[src/rtl/pattern_generator_param.sv]
// Video test-pattern generator: one pixel per clock, LINES x LINE_LEN frame, started by f_sync & sync.
// Latency: sync sampled at edge T gives the first pixel (valid, sol) in the cycle after T.
// Backpressure: none; the pixel sink must accept one pixel per clock while valid is high.
//
// Ports: clk, rst_n (asynchronous, asserted HIGH despite the name), f_sync/sync (frame/line start),
//        mode/const_val/cell_sel/inv/delta_x/delta_y (pattern config, latched at frame start),
//        cnt/valid/sol/eol/sof/eof (pixel stream), line_idx, busy, err (mid-line sync pulse).
module pattern_generator_param #(
    parameter int DATA_W   = 12,
    parameter int LINE_LEN = 1290,
    parameter int LINES    = 24,
    parameter int LIDX_W   = (LINES > 1) ? $clog2(LINES) : 1
) (
    input  logic              clk,
    input  logic              rst_n,
    input  logic              f_sync,
    input  logic              sync,
    input  logic [2:0]        mode,
    input  logic [DATA_W-1:0] const_val,
    input  logic [1:0]        cell_sel,
    input  logic              inv,
    input  logic [DATA_W-1:0] delta_x,
    input  logic [DATA_W-1:0] delta_y,
    output logic [DATA_W-1:0] cnt,
    output logic              valid,
    output logic              sol,
    output logic              eol,
    output logic              sof,
    output logic              eof,
    output logic [LIDX_W-1:0] line_idx,
    output logic              busy,
    output logic              err
);

    localparam int XW = $clog2(LINE_LEN);
    localparam logic [XW-1:0]     X_LAST    = XW'(LINE_LEN - 1);
    localparam logic [LIDX_W-1:0] Y_LAST    = LIDX_W'(LINES - 1);
    localparam logic [15:0]       LFSR_SEED = 16'hACE1;

    localparam logic [1:0] ST_IDLE = 2'd0;
    localparam logic [1:0] ST_LINE = 2'd1;
    localparam logic [1:0] ST_GAP  = 2'd2;

    localparam logic [2:0] MODE_GRAY  = 3'd1;
    localparam logic [2:0] MODE_CONST = 3'd2;
    localparam logic [2:0] MODE_CHECK = 3'd3;
    localparam logic [2:0] MODE_RAMP  = 3'd4;
    localparam logic [2:0] MODE_PRBS  = 3'd5;

    typedef struct packed {
        logic [2:0]        mode;
        logic [DATA_W-1:0] const_val;
        logic [1:0]        cell_sel;
        logic              inv;
        logic [DATA_W-1:0] dx;
        logic [DATA_W-1:0] dy;
    } cfg_t;

    logic [1:0]        state_q, st_n;
    logic [XW-1:0]     x_q, x_n;
    logic [LIDX_W-1:0] y_q, y_n;
    logic [DATA_W-1:0] row_q, row_n;     // ramp value at pixel 0 of the current line
    logic [DATA_W-1:0] ramp_q, ramp_n;   // ramp value of the pixel being presented
    logic [15:0]       lfsr_q, lfsr_n;   // PRBS value for the next valid pixel
    cfg_t              cfg_q, cfg_n, cfg_in;
    logic              err_n;
    logic              start_req, mode_ok, at_last, last_line;
    logic              do_frame, do_line, go_idle, restart;
    logic [15:0]       lfsr_step;
    logic [DATA_W-1:0] pix_n;
    logic              chk;
    logic              valid_n;

    assign cfg_in    = {mode, const_val, cell_sel, inv, delta_x, delta_y};
    assign start_req = f_sync & sync;
    assign mode_ok   = (mode != 3'd0) && (mode < 3'd6);   // 11x is reserved -> off
    assign at_last   = (x_q == X_LAST);
    assign last_line = (y_q == Y_LAST);
    assign lfsr_step = {lfsr_q[0] ^ lfsr_q[2] ^ lfsr_q[3] ^ lfsr_q[5], lfsr_q[15:1]};

    always_comb begin
        st_n     = state_q;
        x_n      = x_q;
        y_n      = y_q;
        row_n    = row_q;
        ramp_n   = ramp_q;
        cfg_n    = cfg_q;
        // The LFSR steps once per presented pixel and holds through gaps.
        lfsr_n   = (state_q == ST_LINE) ? lfsr_step : lfsr_q;
        err_n    = 1'b0;
        do_frame = 1'b0;
        do_line  = 1'b0;
        go_idle  = 1'b0;
        restart  = 1'b0;

        case (state_q)
            ST_IDLE: begin
                if (start_req && mode_ok) do_frame = 1'b1;
            end
            ST_LINE: begin
                if (!at_last) begin
                    if (sync) begin
                        // Truncated line: no eol/eof, the new line starts next cycle.
                        err_n = 1'b1;
                        if (f_sync)         restart = 1'b1;
                        else if (last_line) go_idle = 1'b1;
                        else                do_line = 1'b1;
                    end else begin
                        x_n    = x_q + XW'(1);
                        ramp_n = ramp_q + cfg_q.dx;
                    end
                end else begin
                    // Line completed; a sync on this edge opens the next line directly.
                    if (start_req)      restart = 1'b1;
                    else if (last_line) go_idle = 1'b1;
                    else if (sync)      do_line = 1'b1;
                    else                st_n    = ST_GAP;
                end
            end
            ST_GAP: begin
                if (start_req) restart = 1'b1;
                else if (sync) do_line = 1'b1;
            end
            default: go_idle = 1'b1;
        endcase

        if (restart) begin
            if (mode_ok) do_frame = 1'b1;
            else         go_idle  = 1'b1;
        end

        if (do_frame) begin
            st_n   = ST_LINE;
            cfg_n  = cfg_in;
            x_n    = '0;
            y_n    = '0;
            row_n  = '0;
            ramp_n = '0;
            lfsr_n = LFSR_SEED;
        end else if (do_line) begin
            st_n   = ST_LINE;
            x_n    = '0;
            y_n    = y_q + LIDX_W'(1);
            row_n  = row_q + cfg_q.dy;
            ramp_n = row_q + cfg_q.dy;
        end else if (go_idle) begin
            st_n = ST_IDLE;
        end
    end

    // Pixel value for the coordinates that will be presented after this edge.
    always_comb begin
        chk   = 1'((32'(x_n) >> cfg_n.cell_sel) ^ (32'(y_n) >> cfg_n.cell_sel)) ^ cfg_n.inv;
        pix_n = '0;
        case (cfg_n.mode)
            MODE_GRAY:  pix_n = DATA_W'(x_n ^ (x_n >> 1));
            MODE_CONST: pix_n = cfg_n.const_val;
            MODE_CHECK: pix_n = {DATA_W{chk}};
            MODE_RAMP:  pix_n = ramp_n;
            MODE_PRBS:  pix_n = DATA_W'(lfsr_n);
            default:    pix_n = '0;
        endcase
    end

    assign valid_n = (st_n == ST_LINE);

    always_ff @(posedge clk or posedge rst_n) begin
        if (rst_n) begin
            state_q <= ST_IDLE;
            x_q     <= '0;
            y_q     <= '0;
            row_q   <= '0;
            ramp_q  <= '0;
            lfsr_q  <= LFSR_SEED;
            cfg_q   <= '0;
            cnt     <= '0;
            sol     <= 1'b0;
            eol     <= 1'b0;
            sof     <= 1'b0;
            eof     <= 1'b0;
            err     <= 1'b0;
        end else begin
            state_q <= st_n;
            x_q     <= x_n;
            y_q     <= y_n;
            row_q   <= row_n;
            ramp_q  <= ramp_n;
            lfsr_q  <= lfsr_n;
            cfg_q   <= cfg_n;
            cnt     <= valid_n ? pix_n : '0;
            sol     <= valid_n && (x_n == '0);
            eol     <= valid_n && (x_n == X_LAST);
            sof     <= valid_n && (x_n == '0) && (y_n == '0);
            eof     <= valid_n && (x_n == X_LAST) && (y_n == Y_LAST);
            err     <= err_n;
        end
    end

    assign valid    = (state_q == ST_LINE);
    assign busy     = (state_q != ST_IDLE);
    assign line_idx = y_q;

endmodule

[config.mk]
export PLATFORM = sky130hd
export DESIGN_NAME = pattern_generator_param
export DESIGN_NICKNAME = d
export VERILOG_FILES = /design/src/rtl/pattern_generator_param.sv
export SDC_FILE = /design/constraint.sdc
export NUM_CORES = 1
export LEC_CHECK = 0
export ABC_AREA = 1
export CORE_MARGIN = 2
export CORE_UTILIZATION = 40
export DETAILED_ROUTE_END_ITERATION = 16
export GPL_ROUTABILITY_DRIVEN = 0
export PLACE_DENSITY = 0.57
export SLEW_MARGIN = 30
export SYNTH_ARGS = -nofsm -noshare
export SYNTH_HDL_FRONTEND = slang
export SYNTH_SLANG_ARGS = --single-unit
[constraint.sdc]
create_clock -name clk -period 8.3 [get_ports clk]
set_input_delay 1.245 -clock clk [delete_from_list [all_inputs] [get_ports clk]]
set_output_delay 1.245 -clock clk [all_outputs]
set_load 0.05 [all_outputs]
Word-level counts from Yosys, hierarchy flattened --
Index checks and enable logic that the tools add are counted.
Storage, ports and cells: flip-flop bits (word level) 117, input bits 46
Cells by class: add/sub/neg operators 4, $lt $le $gt $ge 1, equal/unequal tests 12, shift operators 2, mux-type cells 55, bitwise operators 7, reduce and logical (&&, ||, !) cells 14
Operator list (count):
- 12-bit two-way mux | 8
- 12-bit case mux with 5 select lines | 1
- 11-bit two-way mux | 5
- 42-bit two-way mux | 1
- 16-bit two-way mux | 2
- 1-bit two-way mux | 25
- 12-bit adder | 2
- 11-bit == test, second input constant | 2
- 2-bit two-way mux | 8
- 11-bit by 1-bit adder with 11-bit output, second input constant | 1
- 11-bit logical NOT | 1
- 11-bit by 2-bit >> shifter with 1-bit output | 1
- 11-bit by 10-bit bitwise XOR with 11-bit output | 1
- 5-bit == test, second input constant | 2
- 5-bit two-way mux | 2
- 3-bit by 2-bit == test with 1-bit output, second input constant | 2
- 3-bit == test, second input constant | 2
- 1-bit logical AND | 6
- 1-bit case mux with 2 select lines | 3
- 2-bit nonzero test | 3
- 5-bit by 1-bit adder with 5-bit output, second input constant | 1
- 5-bit logical NOT | 1
- 5-bit by 2-bit >> shifter with 1-bit output | 1
- 1-bit bitwise XOR | 5
- other kinds (8) | 9

Depth between registers and ports, before layout --
Gate-level depths: netlist of run 1.
word-level depth 14, mapped depth 20

Worst setup path after synthesis of run 1 --
OpenSTA, ideal clock, no wires.
path kind input to register, start input sync, end register cnt[8], arrival 2.679 ns, data required time 8.175 ns, setup slack 5.496 ns, stages on the path 10, cells stage by stage inv_2 > nand2_1 > nor4_1 > xor2_1 > nand2_1 > ha_1 > nand2_1 > nand3_1 > a31oi_1 > a21oi_1
Between the ends: word-level cells in the longest chain between the ends 12, elaborated cells between the ends (all ways) 58, classes of those cells eq/ne: 6; shift: 2; mux: 45; bitwise: 4; reduce/logical: 1
Ends and longest elaborated chain:
- start: declaration | RTL line 17 | input logic sync,
- 1-bit two-way mux / 1-bit bitwise AND (equally long branches) | RTL line 116, 122, 75
- 1-bit two-way mux / 1-bit logical AND (equally long branches) | RTL line 115, 98
- 1-bit two-way mux, on equally long branches | RTL line 114, 98
- 1-bit two-way mux, on equally long branches | RTL line 101, 96
- 1-bit case mux with 2 select lines / 1-bit two-way mux (equally long branches) | RTL line 96, 128
- 11-bit two-way mux (tied with other cells) | RTL line 140 | end else if (do_line) begin
- 11-bit two-way mux (tied with other cells) | RTL line 132 | if (do_frame) begin
- 11-bit by 2-bit >> shifter with 1-bit output / 5-bit by 2-bit >> shifter with 1-bit output (equally long branches) | RTL line 153 | chk = 1'((32'(x_n) >> cfg_n.cell_sel) ^ (32'(y_n) >> cfg_n.cell_sel)) ^ cfg_n.inv;
- 1-bit bitwise XOR (2 in series) | RTL line 153
- 12-bit case mux with 5 select lines | RTL line 155 | case (cfg_n.mode)
- 12-bit two-way mux * | RTL line 190 | cnt <= valid_n ? pix_n : '0;
- end signal: assignment | RTL line 190
- end: declaration | RTL line 24 | output logic [DATA_W-1:0] cnt,
Every way passes the cells marked *; elsewhere a longest branch is shown, timed or not. A chain may end at the register's enable or synchronous reset.

==> impl_metrics.json, run 1 <==
{
  "status": "finished, final reports clean",
  "timing.final.ws_setup_ns": 4.26,
  "clk_latency_ns": 0.42,
  "cts_buffers": 17,
  "syn-num-nets": 969,
  "synthTopCellsByArea": "dfrtp_1 (40%), nand2_1 (15%), ha_1 (6.5%)",
  "leakage_nw": 4.17,
  "cpLargestDelayFamily": "simple AND/OR/NAND/NOR gates",
  "synth_top_area_share": 0.396,
  "crit_path_end_kind": "flip-flop",
  "rsz0062_at_grt": "no",
  "worst_setup_path_start_kind": "input port",
  "vdd_drop_max_mv": 0.253,
  "synthCells": 885,
  "skew_ns": 0.00665,
  "die_h_um": 135,
  "cp_max_fo": 67,
  "path_buf_inv": 1,
  "critPathMaxStageDelay_ns": 0.68,
  "cts_tree": "yes",
  "grt_max_degree": 73,
  "antenna_found_initial": 0,
  "crit_path_cell_trace": "clkdlybuf4s50_1 > o21bai_2 > nand2_2 > nand2_4 > nand2_1 > o21ai_2 > nand2_1 > nor2_1 > a22oi_1 > nand2_1 > a21oi_1 > a21oi_1",
  "hold_class": "flip-flop to flip-flop",
  "via_count": 5935,
  "ys_warn_count": 0,
  "cts_setup_buffers": 0,
  "cts.sinks": 117,
  "fp.dieArea_mm2": 0.0183,
  "grt_pass1_vias": 5841,
  "clock.fmax_ghz": 0.248,
  "port_buffers": 69,
  "layout-drive-gt1-share": 0.0790,
  "initial_core_util": 0.412,
  "clk_pin_slew_ns": 0.06,
  "cp_common_cell": "nand2_1",
  "pre_cts_slack_ns": 3.74,
  "clock_path_buffers": 2,
  "io-pin-count": 70,
  "cts_max_level": 4,
  "min_period_ns": 4.04,
  "synth_area_mm2": 0.00689,
  "core_mm2": 0.0167,
  "root_buffer": "clkbuf_16",
  "fin_nets": 1033,
  "wl_um": 18400,
  "yosysSeqAreaShare": 0.427,
  "worst_slew_pin_slew_ns": 0.901,
  "rows": 47,
  "vias_per_cell": 5.02,
  "setup_tns_ns": 0,
  "slew_headroom": 0.397,
  "ys_async_sr_fraction": 1.00,
  "crit_slowest_cell": "nor2_1",
  "gr-total-overflow": 0,
  "hold_ws_ns": 0.472,
  "cts-resized-gates": 0,
  "grt_pass1_wl_um": 30500,
  "antenna_left": 0,
  "slew_violations": 0,
  "crit_arrival_ns": 4.37,
  "synth_edf_count": 0,
  "syn2layout_area_growth_pct": 21.0,
  "grt_util_all_layers": 0.216,
  "avgSynthCellArea_um2": 7.78,
  "drc_errors": 0,
  "drt_iter0_markers": 290,
  "cts_hold_buf": 0,
  "setup_viol": 0,
  "power-per-cell-area_mw_per_mm2": 405,
  "instances_no_fill": 1182,
  "place_inst": 1150,
  "yosysTopAreaCell": "dfrtp_1",
  "first_pass_iters": 6,
  "hold_viol": 0,
  "diodes": 0,
  "ys_seq_elements": 117,
  "die_w_um": 135,
  "wire_per_inst_um": 15.6,
  "dpl.hpwl_um": 13200,
  "cap_violations": 0,
  "yosysUniqueCellTypes": 50,
  "cp.required_ns": 8.63,
  "path_class": "input port to flip-flop",
  "fin_crit_sh": 0.487,
  "yosys_most_used_dff": "dfrtp_1"
}
[through the flow]
stage	util	instance area [um2]	power [mW]
detailed placement	0.462	7710	2.59
global placement	0.462	7710	2.59
finish	0.499	8340	3.37
global route	0.499	8340	3.66
floorplan	-	6890	2.15
CTS	0.499	8330	3.39
[layer usage]
layer,global-route usage,wire length [um],up-vias
met2,0.340,8450,111
met1,0.301,8860,2787
met4,0.0660,297,0
met3,0.0475,808,23
met5,0,0,-
li1,-,-,3014
[synth_stat cells, types with 4 or more instances]
cell type  number
a31oi_1         6
clkbuf_1        4
o21ai_2         4
buf_2           8
nor3_1          7
a21oi_1        59
o211ai_1        7
xor2_1         13
nand3_1        58
dfrtp_1       109
o21ai_0        32
mux2i_1         5
buf_1           5
o21a_1          5
nand2_2         5
a22oi_1         6
inv_1          86
nand4_1        13
inv_2          10
buf_4           8
nor2_1         75
dfstp_2         8
nand2_1       270
ha_1           36
[where the power goes]
group          total [mW]  internal (mW)  switching [mW]
registers           0.975          0.822           0.153
clock network       0.780          0.518           0.262
logic                1.62          0.556            1.06
total                3.37           1.90            1.48
[worst register-to-register path, delay by kind of cell, from the launching register on]
kind / cells / cell delay, ns
AOI/OAI and AO/OA: 5 / 1.05
adders and majority gates: 1 / 0.34
buffers and inverters: 2 / 0.17
DFF: 1 / 0.37
and+or+nand+nor: 4 / 1.44
[flip-flops by register name (all words and copies together), names as in the netlist]
name / count
cfg_q: 42
sol: 1
lfsr_q: 16
cnt: 12
eol: 1
x_q: 11
line_idx: 5
ramp_q: 12
eof: 1
row_q: 12
err: 1
sof: 1
state_q: 2
[cell usage in the layout (no fill, tap or decap), drive strengths merged, types with 3 or more instances in the layout]
cell | netlist | routed
ha | 36 | 36
nand3 | 60 | 60
xnor2 | 3 | 3
nand2 | 277 | 277
nor3 | 9 | 9
nand3b | 3 | 3
clkinv | 0 | 4
nor4 | 3 | 3
clkbuf | 4 | 24
or2 | 4 | 4
nor2 | 79 | 79
a31oi | 7 | 7
mux2i | 5 | 5
o21a | 5 | 5
dfrtp | 109 | 109
o211ai | 7 | 7
inv | 96 | 96
o21ai | 40 | 40
clkdlybuf4s50 | 0 | 69
buf | 23 | 3
xor2 | 13 | 13
a21oi | 61 | 61
dfstp | 8 | 8
a22oi | 6 | 6
nand4 | 13 | 13
bufinv | 0 | 4
[path summary, 6_finish.rpt]
path | start | to | slack [ns] | cells past startpoint
worst min-delay path | cfg_q[35]$_DFF_PP0_ | cfg_q[35]$_DFF_PP0_ | 0.47 | 2
worst max-delay path | mode[1] | cnt[5]$_DFF_PP0_ | 4.26 | 12
min in group asynchronous | rst_n | line_idx[1]$_DFF_PP0_ | 1.26 | 2
worst max register to register | state_q[1]$_DFF_PP0_ | cnt[5]$_DFF_PP0_ | 4.86 | 12
worst min register to register | cfg_q[35]$_DFF_PP0_ | cfg_q[35]$_DFF_PP0_ | 0.47 | 2
max in group asynchronous | rst_n | cfg_q[37]$_DFF_PP0_ | 5.96 | 3
[cell families after synthesis]
group | synth area share
AO/OA/AOI/OAI | 0.118
XOR/XNOR | 0.0203
adder cells (fa/ha/maj) | 0.0712
buffers and inverters | 0.0763
flip-flops | 0.427
multiplexers | 0.00727
AND/OR/NAND/NOR | 0.280
[cell type report]
| class | instances | area, um2 |
|---|---|---|
| clock buffers | 24 | 472 |
| clock inverters | 8 | 148 |
| fillers | 1668 | 8360 |
| inverters | 96 | 363 |
| multi-input cells | 645 | 3420 |
| flip-flops and latches | 117 | 2940 |
| well taps | 220 | 275 |
| repair buffers | 72 | 717 |
Note: power is estimated with default switching activity, not from simulation.
==> run 2: changes to the inputs <==
Clock period 8.3 ns to 4.1 ns, I/O delays scaled along.
==> run 2 against run 1 <==
Die area stayed put. Register-to-register slack worse by 3.8 ns. Sequential cell count stayed put. Cell area is 0.33% higher. Critical endpoint is now cnt[3]$_DFF_PP0_. Worst hold slack better by 0.0070 ns. First-iteration DRC count is 11% higher. Via count is 0.27% lower.
==> impl_metrics.json, run 2 (same netlist as run 1, synthesis figures left out) <==
{
  "status": "finished, final reports clean",
  "first_pass_iters": 5,
  "wl_um": 18000,
  "fin_nets": 1040,
  "min_period_ns": 3.05,
  "pre_cts_slack_ns": 0.700,
  "gr-total-overflow": 0,
  "crit_slowest_cell": "nor2_1",
  "crit_arrival_ns": 3.39,
  "worst_slew_pin_slew_ns": 0.859,
  "p_total_mw": 6.70,
  "wire_per_inst_um": 15.2,
  "dpl.hpwl_um": 13500,
  "setup_tns_ns": 0,
  "reg2reg_slack_ns": 1.05,
  "critPathMaxStageDelay_ns": 0.61,
  "die_w_um": 135,
  "cts_hold_buf": 0,
  "clock.fmax_ghz": 0.327,
  "root_buffer": "clkbuf_16",
  "antenna_left": 0,
  "diodes": 0,
  "vias_per_cell": 4.98,
  "cp_max_fo": 24,
  "layout_commonest_cell": "nand2_1",
  "leakage_nw": 4.18,
  "die_h_um": 135,
  "path_class": "flip-flop to flip-flop",
  "rows": 47,
  "initial_core_util": 0.412,
  "drc_errors": 0,
  "swShare": 0.444,
  "slew_violations": 0,
  "slew_headroom": 0.428,
  "io-pin-count": 70,
  "vdd_drop_max_mv": 0.447,
  "instances_no_fill": 1189,
  "rsz0062_at_grt": "no",
  "path_buf_inv": 2,
  "grt_pass1_vias": 5661,
  "final_util": 0.501,
  "crit_path_end_kind": "flip-flop",
  "hold_viol": 0,
  "via_count": 5919,
  "cpLargestDelayFamily": "simple AND/OR/NAND/NOR gates",
  "clk_latency_ns": 0.42,
  "power-per-cell-area_mw_per_mm2": 801,
  "timing.final.ws_setup_ns": 1.05,
  "cts_tree": "yes",
  "cap_violations": 0,
  "hold_class": "flip-flop to flip-flop",
  "syn2layout_area_growth_pct": 21.4,
  "drt_iter0_markers": 323,
  "setup_viol": 0,
  "clk_pin_slew_ns": 0.06,
  "n_fill_cell": 1666,
  "cts_setup_buffers": 0,
  "largestRegisters": "cfg_q: 42 flops, lfsr_q: 16 flops",
  "antenna_found_initial": 0,
  "layout-drive-gt1-share": 0.0888,
  "grt_max_degree": 67,
  "fin_crit_sh": 0.745,
  "power.share.clock": 0.219,
  "place_inst": 1157,
  "intPower_mw": 3.72,
  "cts_max_level": 4,
  "cts.sinks": 117,
  "worst_setup_path_start_kind": "flip-flop",
  "crit_path_cell_trace": "inv_1 > ha_1 > inv_2 > a21oi_4 > nand2_4 > o21ai_2 > nand2_1 > nor2_1 > nand2_1 > nand3_1 > a21oi_1 > a21oi_1",
  "p_seq_frac": 0.294,
  "pwr-share-comb": 0.487,
  "largest_reg_flops": 42,
  "grt_util_all_layers": 0.212,
  "p_sw_mw": 2.98,
  "fp.dieArea_mm2": 0.0183,
  "cp.required_ns": 4.44,
  "largest_register": "cfg_q",
  "cts-resized-gates": 0,
  "layout_common_cells": "nand2_1 (270), dfrtp_1 (109), inv_1 (85)",
  "core_mm2": 0.0167,
  "grt_pass1_wl_um": 29900,
  "cts_buffers": 17,
  "clock_path_buffers": 2,
  "skew_ns": 0.00918,
  "port_buffers": 69
}
run 2: cell count changes in the layout (fill, tap and decap cells not counted), moves of 2 or more:
cell        previous run  this run
buf_4                  2         9
clkbuf_1               5         2
clkinv_4               2         0
inv_6                  0         2
bufinv_16              4         2
clkinvlp_4             0         5
run 2: worst paths after layout:
path / to / depth (start not counted) / startpoint
worst min register to register: cfg_q[34]$_DFF_PP0_ / 2 / cfg_q[34]$_DFF_PP0_
worst max register to register: cnt[3]$_DFF_PP0_ / 12 / state_q[1]$_DFF_PP0_
max in group asynchronous: cfg_q[14]$_DFFE_PP0N_ / 3 / rst_n
worst max-delay path: cnt[3]$_DFF_PP0_ / 12 / state_q[1]$_DFF_PP0_
worst min-delay path: cfg_q[34]$_DFF_PP0_ / 2 / cfg_q[34]$_DFF_PP0_
min in group asynchronous: eol$_DFF_PP0_ / 2 / rst_n
run 2: power by group through the flow:
stage               clock (mW)  sequential (mW)  combinational [mW]
floorplan                    0             2.10                2.26
global placement             0             1.99                3.25
detailed placement           0             1.98                3.24
CTS                       1.50             1.97                3.27
global route              1.55             2.04                3.69
finish                    1.47             1.97                3.26
run 2: routing by layer:
layer  GRT usage  up-vias  share of wire
met5           0        -              0
met4      0.0509        0          0.011
met3      0.0483       21          0.046
met2       0.327      134           0.46
met1       0.304     2742           0.49
li1            -     3022              -
run 2: metrics by stage:
stage | hold slack, ns | area [um2]
2_1_floorplan | 0.445 | 6890
3_3_place_gp | 0.469 | 7780
3_5_place_dp | 0.469 | 7780
4_1_cts | 0.484 | 8360
5_1_grt | 0.519 | 8360
6_report | 0.479 | 8360
run 2: final cells by class:
| type | count | area, um2 | area share |
|---|---|---|---|
| clock buffers | 21 | 460 | 0.0550 |
| clock inverters | 11 | 125 | 0.0150 |
| inverters | 96 | 363 | 0.0434 |
| multi-input cells | 645 | 3420 | 0.409 |
| flip-flops and latches | 117 | 2940 | 0.351 |
| well taps | 220 | 275 | 0.0329 |
| repair buffers | 79 | 778 | 0.0930 |
run 2: tightest hold or removal path: cells and delay by family, from the launching register on:
| kind | cells | cell delay, ns |
|---|---|---|
| flops | 1 | 0.32 |
| buf+inv | 1 | 0.06 |
| mux | 1 | 0.06 |
